<file path="src/rtl/dsdac_pkg.sv">
// -----------------------------------------------------------------------------
// dsdac_pkg
// Shared constants, types and helpers for the delta-sigma DAC front end.
//   SAMPLE_BITS_DEFAULT : width of unsigned audio samples
//   FRAC_EXT            : extra fractional bits carried by the interpolator
//   interp_state_t      : interpolator control state (IDLE / RAMP)
// -----------------------------------------------------------------------------
package dsdac_pkg;

  localparam int SAMPLE_BITS_DEFAULT     = 16;
  localparam int FRAC_EXT                = 7;
  localparam int OUT_BITS_DEFAULT        = SAMPLE_BITS_DEFAULT + FRAC_EXT;
  localparam int FIFO_DEPTH_LOG2_DEFAULT = 2;
  localparam int STEP_LOG2_BITS_DEFAULT  = 3;

  typedef enum logic {
    IDLE = 1'b0,
    RAMP = 1'b1
  } interp_state_t;

  function automatic int min_int(input int a, input int b);
    return (a < b) ? a : b;
  endfunction

endpackage

</file>
<file path="src/rtl/sample_fifo.sv">
// -----------------------------------------------------------------------------
// sample_fifo
// Small power-of-two FIFO with registered storage and wrapping pointers.
// Ports:
//   clk, reset  : clock, synchronous active-high reset
//   push        : write push_data at the tail (ignored when full)
//   push_data   : data to write
//   pop         : discard the head entry (ignored when empty)
//   head_data   : current head entry (valid when level != 0)
//   level       : occupancy, 0..2^DEPTH_LOG2
//   full        : level has reached the depth
// -----------------------------------------------------------------------------
module sample_fifo #(
  parameter int WIDTH      = 16,
  parameter int DEPTH_LOG2 = 2
) (
  input  logic                  clk,
  input  logic                  reset,
  input  logic                  push,
  input  logic [WIDTH-1:0]      push_data,
  input  logic                  pop,
  output logic [WIDTH-1:0]      head_data,
  output logic [DEPTH_LOG2:0]   level,
  output logic                  full
);

  localparam int                   DEPTH      = 1 << DEPTH_LOG2;
  localparam logic [DEPTH_LOG2:0]  LEVEL_FULL = (DEPTH_LOG2 + 1)'(DEPTH);
  localparam logic [DEPTH_LOG2:0]  LEVEL_ONE  = (DEPTH_LOG2 + 1)'(1);
  localparam logic [DEPTH_LOG2-1:0] PTR_ONE   = DEPTH_LOG2'(1);

  logic [WIDTH-1:0]      mem_q [DEPTH];
  logic [DEPTH_LOG2-1:0] wr_ptr_q, wr_ptr_d;
  logic [DEPTH_LOG2-1:0] rd_ptr_q, rd_ptr_d;
  logic [DEPTH_LOG2:0]   level_q, level_d;
  logic                  do_push, do_pop;

  assign full    = (level_q == LEVEL_FULL);
  assign do_push = push && !full;
  assign do_pop  = pop && (level_q != '0);

  // Pointers wrap naturally because the depth is a power of two.
  // NOTE: every variable driven from always_comb gets a default first so no
  // path leaves it unassigned, which would otherwise infer a latch.
  always_comb begin
    wr_ptr_d = wr_ptr_q;
    rd_ptr_d = rd_ptr_q;
    level_d  = level_q;
    if (do_push) wr_ptr_d = wr_ptr_q + PTR_ONE;
    if (do_pop)  rd_ptr_d = rd_ptr_q + PTR_ONE;
    case ({do_push, do_pop})
      2'b10:   level_d = level_q + LEVEL_ONE;
      2'b01:   level_d = level_q - LEVEL_ONE;
      default: level_d = level_q;
    endcase
  end

  // NOTE: sequential state is updated with non-blocking assignments so every
  // flop samples the pre-edge values regardless of statement order.
  always_ff @(posedge clk) begin
    if (reset) begin
      wr_ptr_q <= '0;
      rd_ptr_q <= '0;
      level_q  <= '0;
    end else begin
      wr_ptr_q <= wr_ptr_d;
      rd_ptr_q <= rd_ptr_d;
      level_q  <= level_d;
    end
  end

  // NOTE: storage is deliberately not reset; level gates every read, so stale
  // entries are never observed and the array maps onto plain registers/RAM.
  always_ff @(posedge clk) begin
    if (do_push) mem_q[wr_ptr_q] <= push_data;
  end

  assign head_data = mem_q[rd_ptr_q];
  assign level     = level_q;

endmodule

</file>
<file path="src/rtl/sample_interpolator.sv">
// -----------------------------------------------------------------------------
// sample_interpolator
// Buffers unsigned audio samples and ramps the modulator input u linearly from
// the current sample to the next over 2^s modulator pulses, one step per
// advance strobe. The ramp lands exactly on each target (no drift).
// Ports:
//   clk, reset      : clock, synchronous active-high reset
//   in_valid        : sample offered on in_sample
//   in_ready        : FIFO can accept a sample this cycle
//   in_sample       : unsigned sample (midpoint 2^(SAMPLE_BITS-1))
//   step_log2       : log2 of pulses per segment, latched at segment start
//   advance         : one-cycle strobe from the modulator's pulse_done
//   u               : registered interpolated value for the modulator
//   fifo_level      : FIFO occupancy
//   underrun        : sticky, a segment ended with the FIFO empty
//   underrun_clear  : clears underrun (a simultaneous new underrun wins)
// -----------------------------------------------------------------------------
module sample_interpolator
  import dsdac_pkg::*;
#(
  parameter int SAMPLE_BITS     = SAMPLE_BITS_DEFAULT,
  parameter int OUT_BITS        = OUT_BITS_DEFAULT,
  parameter int FIFO_DEPTH_LOG2 = FIFO_DEPTH_LOG2_DEFAULT,
  parameter int STEP_LOG2_BITS  = STEP_LOG2_BITS_DEFAULT
) (
  input  logic                       clk,
  input  logic                       reset,
  input  logic                       in_valid,
  output logic                       in_ready,
  input  logic [SAMPLE_BITS-1:0]     in_sample,
  input  logic [STEP_LOG2_BITS-1:0]  step_log2,
  input  logic                       advance,
  output logic [OUT_BITS-1:0]        u,
  output logic [FIFO_DEPTH_LOG2:0]   fifo_level,
  output logic                       underrun,
  input  logic                       underrun_clear
);

  localparam int FRAC_BITS = OUT_BITS - SAMPLE_BITS;
  localparam int ACC_BITS  = OUT_BITS + 1;
  localparam int S_MAX_INT = min_int(FRAC_BITS, (1 << STEP_LOG2_BITS) - 1);

  localparam logic [STEP_LOG2_BITS-1:0] S_MAX     = STEP_LOG2_BITS'(S_MAX_INT);
  localparam logic [7:0]                FRAC_SH   = 8'(FRAC_BITS);
  localparam logic [FRAC_BITS:0]        SPAN_ONE  = (FRAC_BITS + 1)'(1);
  localparam logic [FRAC_BITS-1:0]      PHASE_ONE = FRAC_BITS'(1);
  localparam logic [SAMPLE_BITS-1:0]    CUR_RESET = SAMPLE_BITS'(1) << (SAMPLE_BITS - 1);
  localparam logic [ACC_BITS-1:0]       ACC_RESET = ACC_BITS'(1) << (OUT_BITS - 1);

  // Control and datapath state.
  interp_state_t                state_q, state_d;
  logic signed [ACC_BITS-1:0]   acc_q, acc_d;
  logic signed [ACC_BITS-1:0]   inc_q, inc_d;
  logic [FRAC_BITS-1:0]         phase_q, phase_d;
  logic [STEP_LOG2_BITS-1:0]    s_q, s_d;
  logic [SAMPLE_BITS-1:0]       cur_q, cur_d;
  logic [SAMPLE_BITS-1:0]       target_q, target_d;
  logic                         underrun_q, underrun_d;

  // FIFO interface.
  logic                         fifo_push, fifo_pop, fifo_full;
  logic [SAMPLE_BITS-1:0]       fifo_head;
  logic [FIFO_DEPTH_LOG2:0]     fifo_level_w;

  // Decode shared by the next-state and datapath processes.
  logic                         fifo_nonempty;
  logic [FRAC_BITS:0]           span;
  logic                         last_step;
  logic                         seg_end;
  logic                         load;

  // Segment-load helpers.
  logic [STEP_LOG2_BITS-1:0]    s_new;
  logic signed [SAMPLE_BITS:0]  delta;
  logic signed [ACC_BITS-1:0]   delta_ext;
  logic [7:0]                   shamt;

  sample_fifo #(
    .WIDTH      (SAMPLE_BITS),
    .DEPTH_LOG2 (FIFO_DEPTH_LOG2)
  ) u_fifo (
    .clk       (clk),
    .reset     (reset),
    .push      (fifo_push),
    .push_data (in_sample),
    .pop       (fifo_pop),
    .head_data (fifo_head),
    .level     (fifo_level_w),
    .full      (fifo_full)
  );

  // No bypass: a full FIFO refuses pushes even when a pop happens this cycle.
  assign in_ready  = !fifo_full;
  assign fifo_push = in_valid && in_ready;
  assign fifo_pop  = load;

  always_comb begin
    fifo_nonempty = (fifo_level_w != '0);
    span          = SPAN_ONE << s_q;
    last_step     = ({1'b0, phase_q} == (span - SPAN_ONE));
    seg_end       = (state_q == RAMP) && advance && last_step;
    load          = fifo_nonempty && ((state_q == IDLE) || seg_end);
  end

  // State register.
  always_ff @(posedge clk) begin
    if (reset) state_q <= IDLE;
    else       state_q <= state_d;
  end

  // Next-state logic.
  always_comb begin
    state_d = state_q;
    case (state_q)
      IDLE: if (load) state_d = RAMP;
      RAMP: if (seg_end && !fifo_nonempty) state_d = IDLE;
      default: state_d = IDLE;
    endcase
  end

  // Datapath / output logic.
  always_comb begin
    acc_d      = acc_q;
    inc_d      = inc_q;
    phase_d    = phase_q;
    s_d        = s_q;
    cur_d      = cur_q;
    target_d   = target_q;
    underrun_d = underrun_q;
    s_new      = (step_log2 > S_MAX) ? S_MAX : step_log2;
    shamt      = FRAC_SH - 8'(s_new);

    if ((state_q == RAMP) && advance) begin
      acc_d = acc_q + inc_q;
      if (last_step) cur_d = target_q;
      else           phase_d = phase_q + PHASE_ONE;
    end

    // NOTE: blocking assignments in combinational logic are read in order;
    // delta deliberately uses cur_d, i.e. the value the segment will start
    // from (the old target when chaining directly out of a finished segment).
    delta     = $signed({1'b0, fifo_head}) - $signed({1'b0, cur_d});
    delta_ext = {{FRAC_BITS{delta[SAMPLE_BITS]}}, delta};

    if (load) begin
      target_d = fifo_head;
      inc_d    = delta_ext << shamt;
      phase_d  = '0;
      s_d      = s_new;
    end

    // A new underrun outranks a simultaneous clear.
    if (underrun_clear)            underrun_d = 1'b0;
    if (seg_end && !fifo_nonempty) underrun_d = 1'b1;
  end

  always_ff @(posedge clk) begin
    if (reset) begin
      acc_q      <= ACC_RESET;
      inc_q      <= '0;
      phase_q    <= '0;
      s_q        <= '0;
      cur_q      <= CUR_RESET;
      target_q   <= CUR_RESET;
      underrun_q <= 1'b0;
    end else begin
      acc_q      <= acc_d;
      inc_q      <= inc_d;
      phase_q    <= phase_d;
      s_q        <= s_d;
      cur_q      <= cur_d;
      target_q   <= target_d;
      underrun_q <= underrun_d;
    end
  end

  // acc never leaves [0, 2^OUT_BITS), so the sign bit is dropped on output.
  assign u          = acc_q[OUT_BITS-1:0];
  assign fifo_level = fifo_level_w;
  assign underrun   = underrun_q;

endmodule

</file>
<file path="config.mk">
export PLATFORM = sky130hd
export DESIGN_NAME = sample_interpolator
export DESIGN_NICKNAME = d
export VERILOG_FILES = /design/src/rtl/dsdac_pkg.sv /design/src/rtl/sample_fifo.sv /design/src/rtl/sample_interpolator.sv
export SDC_FILE = /design/constraint.sdc
export NUM_CORES = 1
export LEC_CHECK = 0
export ABC_CLOCK_PERIOD_IN_PS = 5700
export CAP_MARGIN = 20
export CORE_MARGIN = 5
export CORE_UTILIZATION = 55
export DETAILED_ROUTE_END_ITERATION = 16
export PLACE_DENSITY = 0.77
export SLEW_MARGIN = 10
export SYNTH_ARGS = -nofsm -noshare
export SYNTH_HDL_FRONTEND = slang
export SYNTH_HIERARCHICAL = 1
export SYNTH_SLANG_ARGS = --single-unit
</file>
<file path="constraint.sdc">
create_clock -name clk -period 5.7 [get_ports clk]
set_input_delay 1.14 -clock clk [delete_from_list [all_inputs] [get_ports clk]]
set_output_delay 1.14 -clock clk [all_outputs]
set_load 0.05 [all_outputs]
</file>
==> results of run 1 <==
==> metrics by stage <==
step | instances | hold slack [ps] | worst slack, ps | instance area, µm²
after CTS | 1222 | 458.2 | 907.8 | 10490
after floorplan | 954 | 429.1 | 715.8 | 9184
after global routing | 1222 | 476.6 | 587.9 | 10490
final | 1222 | 455.4 | 830.5 | 10490
after global placement | 1190 | 440.3 | 516.8 | 9859
after detailed placement | 1190 | 448.5 | 458.1 | 9859
==> logic make-up (layout without fill, tap and decap cells) <==
logic type | Yosys count | in the layout
multiplexers | 47 | 47
buffers and inverters | 94 | 142
AO/OA/AOI/OAI | 233 | 233
XOR/XNOR | 44 | 44
adder cells (fa/ha/maj) | 45 | 45
AND/OR/NAND/NOR | 328 | 328
flip-flops | 163 | 163
==> sequential cells by signal, summed over array words and instances (netlist names), 2 cells and up, named ones only <==
name and cells:
acc_q 23, cur_q 16, inc_q 23, phase_q 7, s_q 3, target_q 16, u_fifo/level 3, u_fifo/mem_q 64
u_fifo/rd_ptr_q 2, u_fifo/wr_ptr_q 2
==> placed cells by master (no fill, tap or decap), drive strengths merged, types with 20 or more instances in the layout <==
cell type,netlist,layout
nand2,120,120
dfxtp,99,99
nor2,89,89
a21oi,82,82
edfxtp,64,64
clkdlybuf4s50,0,50
inv,40,48
ha,39,39
mux2i,27,27
xnor2,27,27
o21ai,26,26
nor3,23,23
mux4,20,20
==> where the power goes <==
| part | total, µW | switching [µW] | internal [µW] |
|---|---|---|---|
| combinational | 2420 | 1480 | 938 |
| sequential | 1590 | 157 | 1440 |
| clock | 1210 | 539 | 675 |
| total | 5230 | 2180 | 3050 |
==> routing by layer <==
layer  GRT usage (%)  wire length (µm)  up-vias
met5               0                 0        -
met4           6.797               449        0
met3           3.945               927       34
met2           36.95             10030      173
met1           27.42              9142     3390
li1                -                 -     3560
==> critical path, delay by kind of cell <==
family,cells,cell delay (ps)
compound gates,7,2110
simple gates,7,680
buf+inv,2,570
fa+ha+maj,2,460
mux,1,280
==> how the worst min path moves through the flow <==
stage                            from          end  slack [ps]  cells past startpoint
final                     target_q[9]  target_q[9]         460                      2
after CTS                 target_q[9]  target_q[9]         460                      2
after global routing         inc_q[2]     inc_q[2]         480                      2
after floorplan             inc_q[11]    inc_q[11]         430                      2
after global placement      inc_q[10]    inc_q[10]         440                      2
after detailed placement  target_q[9]  target_q[9]         450                      2
==> final cells by class <==
cell class                 instances  area share (%)
clock buffer                      17           4.056
inverter                          41           1.467
clock inverter                    15           1.933
multi-input combinational        697           46.59
tap                              220           2.625
sequential                       163           37.22
timing repair buffer              69           6.108
==> results.sh, run 1 <==
export IMPL_outcome="finished clean"
export IMPL_synth_seq_cells=163
export IMPL_synth_area_top_cells="dfxtp_1 (22%), edfxtp_1 (21%), ha_1 (5.3%), nand2_1 (4.9%), a21oi_1 (4.5%)"
export IMPL_fmax_mhz=205.4
export IMPL_grt_pass1_vias=6874
export IMPL_ios=52
export IMPL_async_flop_share_pct=0
export IMPL_tightestPinTransition_ps=894.5
export IMPL_post_route_util_pct=63.69
export IMPL_syn_nets=1019
export IMPL_fp_dieH_um=139.2
export IMPL_io_buffers=51
export IMPL_yosys_area_top_type="dfxtp_1"
export IMPL_synth_edff_count=64
export IMPL_grt_usage_pct=21.44
export IMPL_crit_chain="clkdlybuf4s50_1 -> and2_1 -> o21a_1 -> nand3_2 -> nand2_1 -> nand2_1 -> ha_1 -> inv_1 -> nand2_1 -> nand2_1 -> nor4_1 -> a311oi_1 -> maj3_1 -> a211o_1 -> a31oi_1 -> o311ai_1 -> mux2i_1 -> a222oi_1 -> a221o_1"
export IMPL_yosys_top_cells_count="nand2_1 (120), dfxtp_1 (99), nor2_1 (89), a21oi_1 (82), edfxtp_1 (64)"
export IMPL_leakagePower_uw=0.003952
export IMPL_ys_seq_area_share_pct=42.51
export IMPL_ys_warn_count=6
export IMPL_synth_mux_area_share_pct=8.093
export IMPL_antenna_found_initial=0
export IMPL_routed_via_density=5.857
export IMPL_clk_pin_slew_ps=70
export IMPL_post_cts_resized=0
export IMPL_fin_nets=1054
export IMPL_hold_buffers=0
export IMPL_cts_buffers=17
export IMPL_die_w_um=139.2
export IMPL_rsz0062_at_grt="no"
export IMPL_wl_per_cell_um=16.81
export IMPL_clock_skew_ps=10.52
export IMPL_grt_ovfl_total=0
export IMPL_crit_fanout=6
export IMPL_multiInputGateArea_um2=4886
export IMPL_drt_iter0_drc=501
export IMPL_timing_rr_end="inc_q[13]"
export IMPL_post_route_period_util_pct=85.43
export IMPL_worstSetupEndpointType="flop"
export IMPL_dp_hpwl_um=14360
export IMPL_synth_area_per_cell_um2=9.627
export IMPL_areaGrowthSynthToFinish_pct=14.20
export IMPL_slew_violations=0
export IMPL_synthCells=954
export IMPL_synth_most_common_cell="nand2_1"
export IMPL_start_util_pct=55.78
export IMPL_critPathRequiredTime_ps=6080
export IMPL_critPathKind="in -> reg"
export IMPL_cpPeakStageDelay_ps=650
export IMPL_setup_viol=0
export IMPL_worstRegToRegCells=20
export IMPL_fillers=1356
export IMPL_cp_start_kind="primary input"
export IMPL_cts_root_buf="clkbuf_16"
export IMPL_relSlewSlack_pct=39.43
export IMPL_synthAdderAreaFrac_pct=6.185
export IMPL_firstDrtPassIters=5
export IMPL_clk_path_buf_depth=2
export IMPL_vias=7157
export IMPL_crit_end="inc_q[13]"
export IMPL_cp_startpoint="advance"
export IMPL_cp_arrival_ps=5250
export IMPL_reg2reg_slack_ps=940
export IMPL_tns_ps=0
export IMPL_synthSimpleGateAreaFrac_pct=16.74
export IMPL_synth_compound_area_share_pct=17.82
export IMPL_synth_area_um2=9184
export IMPL_cts_tree="built"
export IMPL_design_core_area_um2=16470
export IMPL_yosys_area_top_type_share_pct=21.58
export IMPL_maxCapViolations=0
export IMPL_hold_path_class="reg -> reg"
export IMPL_clock_latency_ps=430
export IMPL_postRouteAntennaNets=0
export IMPL_hold_viol=0
export IMPL_drive_above_1_share_pct=8.683
export IMPL_htree_levels=4
export IMPL_ys_types=86
export IMPL_cts_setup_buffers=0
export IMPL_dieArea_um2=19380
export IMPL_cts_num_sinks=163
export IMPL_antenna_cells=0
export IMPL_seq_area_um2=3904
export IMPL_vdd_ir_drop_max_mv=0.3221
export IMPL_core_rowCount=47
export IMPL_synth_xor_area_share_pct=4.360
export IMPL_r2r_start="s_q[1]"
export IMPL_grt_first_pass_wirelength_um=34230
export IMPL_post_route_drc_count=0
export IMPL_synth_top_family_by_area="compound AO/OA/AOI/OAI gates"
export IMPL_total_power_uw=5228
export IMPL_wl_um=20550
export IMPL_period_minus_slack_ps=4870
export IMPL_grt_max_degree=76
export IMPL_cpMostUsedCell="nand2_1"
export IMPL_powerDensity_nw_per_um2=498.5
export IMPL_finalWeightedCongestion=0.9604
export IMPL_slowest_stage="o311ai_1"
export IMPL_synthFlopType="dfxtp_1"
No activity file was read; power rests on OpenSTA's default activity.
==> run 2: changes to the inputs <==
--- a/config.mk
+++ b/config.mk
@@ -5,11 +5,12 @@
 export SDC_FILE = /design/constraint.sdc
 export NUM_CORES = 1
 export LEC_CHECK = 0
-export ABC_CLOCK_PERIOD_IN_PS = 5700
+export ABC_CLOCK_PERIOD_IN_PS = 6240
 export CAP_MARGIN = 20
 export CORE_MARGIN = 5
 export CORE_UTILIZATION = 55
 export DETAILED_ROUTE_END_ITERATION = 16
+export MAX_ROUTING_LAYER = met4
 export PLACE_DENSITY = 0.77
 export SLEW_MARGIN = 10
 export SYNTH_ARGS = -nofsm -noshare
==> constraint.sdc (replaced) <==
create_clock -name clk -period 6.24 [get_ports clk]
set_input_delay 1.248 -clock clk [delete_from_list [all_inputs] [get_ports clk]]
set_output_delay 1.248 -clock clk [all_outputs]
set_load 0.05 [all_outputs]
==> run 2 against run 1 <==
Hold slack gained 2.8 ps; sequential power shrank 8%; clock skew grew 0.88 ps; combinational power shrank 8.7%; wire length grew 0.43%; critical path type unchanged; critical endpoint unchanged; largest cell class unchanged.
==> results.sh, run 2 (synthesized netlist as in run 1, its figures left out) <==
export IMPL_routed_via_density=5.920
export IMPL_dieArea_um2=19380
export IMPL_relSlewSlack_pct=41.19
export IMPL_dp_hpwl_um=14720
export IMPL_cp_startpoint="advance"
export IMPL_clk_path_buf_depth=2
export IMPL_r2r_start="s_q[1]"
export IMPL_rsz0062_at_grt="no"
export IMPL_hold_viol=0
export IMPL_cts_root_buf="clkbuf_16"
export IMPL_worstHoldStart="inc_q[3]"
export IMPL_fillers=1334
export IMPL_fp_dieH_um=139.2
export IMPL_vias=7216
export IMPL_fmax_mhz=194.9
export IMPL_setup_viol=0
export IMPL_hold_slack_ps=458.2
export IMPL_reg_largest_list="u_fifo/mem_q (64), acc_q (23), inc_q (23)"
export IMPL_vdd_ir_drop_max_mv=0.2984
export IMPL_tns_ps=0
export IMPL_clock_skew_ps=11.40
export IMPL_cts_tree="built"
export IMPL_clock_latency_ps=440
export IMPL_wl_per_cell_um=16.93
export IMPL_worstSetupEndpointType="flop"
export IMPL_post_cts_resized=0
export IMPL_hold_buffers=0
export IMPL_grt_usage_pct=22.03
export IMPL_maxCapViolations=0
export IMPL_cp_start_kind="primary input"
export IMPL_design_core_area_um2=16470
export IMPL_areaGrowthSynthToFinish_pct=13.45
export IMPL_ios=52
export IMPL_post_route_drc_count=0
export IMPL_cts_num_sinks=163
export IMPL_grt_pass1_vias=6747
export IMPL_mostFrequentLayoutCell="nand2_1"
export IMPL_firstDrtPassIters=5
export IMPL_outcome="finished clean"
export IMPL_cts_setup_buffers=0
export IMPL_antenna_cells=0
export IMPL_antenna_found_initial=0
export IMPL_drt_iter0_drc=549
export IMPL_htree_levels=4
export IMPL_critPathRequiredTime_ps=6620
export IMPL_leakagePower_uw=0.003918
export IMPL_drive_above_1_share_pct=8.408
export IMPL_die_w_um=139.2
export IMPL_instances_no_fill=1219
export IMPL_wl_um=20630
export IMPL_post_route_period_util_pct=82.21
export IMPL_setup_slack_ps=1110
export IMPL_slew_violations=0
export IMPL_clk_pin_slew_ps=70
export IMPL_most_common_layout_cells="nand2_1 (120), dfxtp_1 (99), nor2_1 (89)"
export IMPL_tightestPinTransition_ps=868.4
export IMPL_cp_arrival_ps=5510
export IMPL_fin_nets=1051
export IMPL_grt_max_degree=76
export IMPL_postRouteAntennaNets=0
export IMPL_start_util_pct=55.78
export IMPL_finalWeightedCongestion=0.9340
export IMPL_dpl_worst_slack_ps=748.7
export IMPL_top_register="u_fifo/mem_q"
export IMPL_crit_fanout=14
export IMPL_largest_register_ffs=64
export IMPL_grt_first_pass_wirelength_um=33700
export IMPL_io_buffers=51
export IMPL_cts_buffers=17
export IMPL_hold_path_class="reg -> reg"
export IMPL_grt_ovfl_total=0
export IMPL_dp_cells=1187
export IMPL_powerDensity_nw_per_um2=449.7
export IMPL_period_minus_slack_ps=5130
export IMPL_critPathKind="in -> reg"
export IMPL_core_rowCount=47
==> run 2: cell count changes in the layout (fill, tap and decap cells not counted), sizes merged <==
cell / before / now
inv: 48 / 47
clkbuf: 17 / 18
bufinv: 2 / 0
buf: 19 / 16
clkinv: 5 / 7
==> run 2: report_power, final <==
part           switching [µW]  total, µW  internal [µW]
logic                    1360       2210            850
registers                 144       1460           1310
clock network             481       1020            541
total                    1980       4690           2700
==> run 2: per-stage QoR <==
step	area, µm²	total power (µW)	utilization, %
floorplan	9184	3138	-
global placement	9837	3611	59.74
detailed placement	9837	3649	59.74
CTS	10420	4684	63.28
global route	10420	4989	63.28
finish	10420	4685	63.28
==> run 2: final timing paths <==
path | to | cells after the start | slack, ps
worst max-delay path | inc_q[13] | 17 | 1110
worst min-delay path | inc_q[3] | 2 | 460
worst max register to register | inc_q[17] | 19 | 1350
worst min register to register | inc_q[3] | 2 | 460
==> run 2: layer usage <==
layer	GRT usage, %	vias to the layer above	wire (µm)
met5	-	-	0
met4	8.187	0	535
met3	4.700	33	1048
met2	35.45	220	9979
met1	27.52	3407	9071
li1	-	3556	-
==> run 2: critical path, stage by stage <==
cell and delay [ps]:
clkdlybuf4s50_1 490, and2_1 180, o21a_1 130, buf_4 170, nand3_2 170, buf_4 260, mux2i_1 160, ha_1 400
or2_2 150, a21oi_1 60, a21oi_1 320, and2_1 190, a31oi_1 40, o311ai_1 640, mux2i_1 280, a222oi_1 420
a221o_1 210
==> run 2: cell type report <==
| cell class | count | area (µm²) | share of cell area [%] |
|---|---|---|---|
| multi-input cells | 697 | 4886 | 46.90 |
| flip-flops and latches | 163 | 3904 | 37.47 |
| well taps | 220 | 275.3 | 2.642 |
| clock inverters | 14 | 142.6 | 1.369 |
| clock buffers | 18 | 439.2 | 4.215 |
| inverters | 41 | 153.9 | 1.477 |
| repair buffers | 66 | 618.1 | 5.933 |
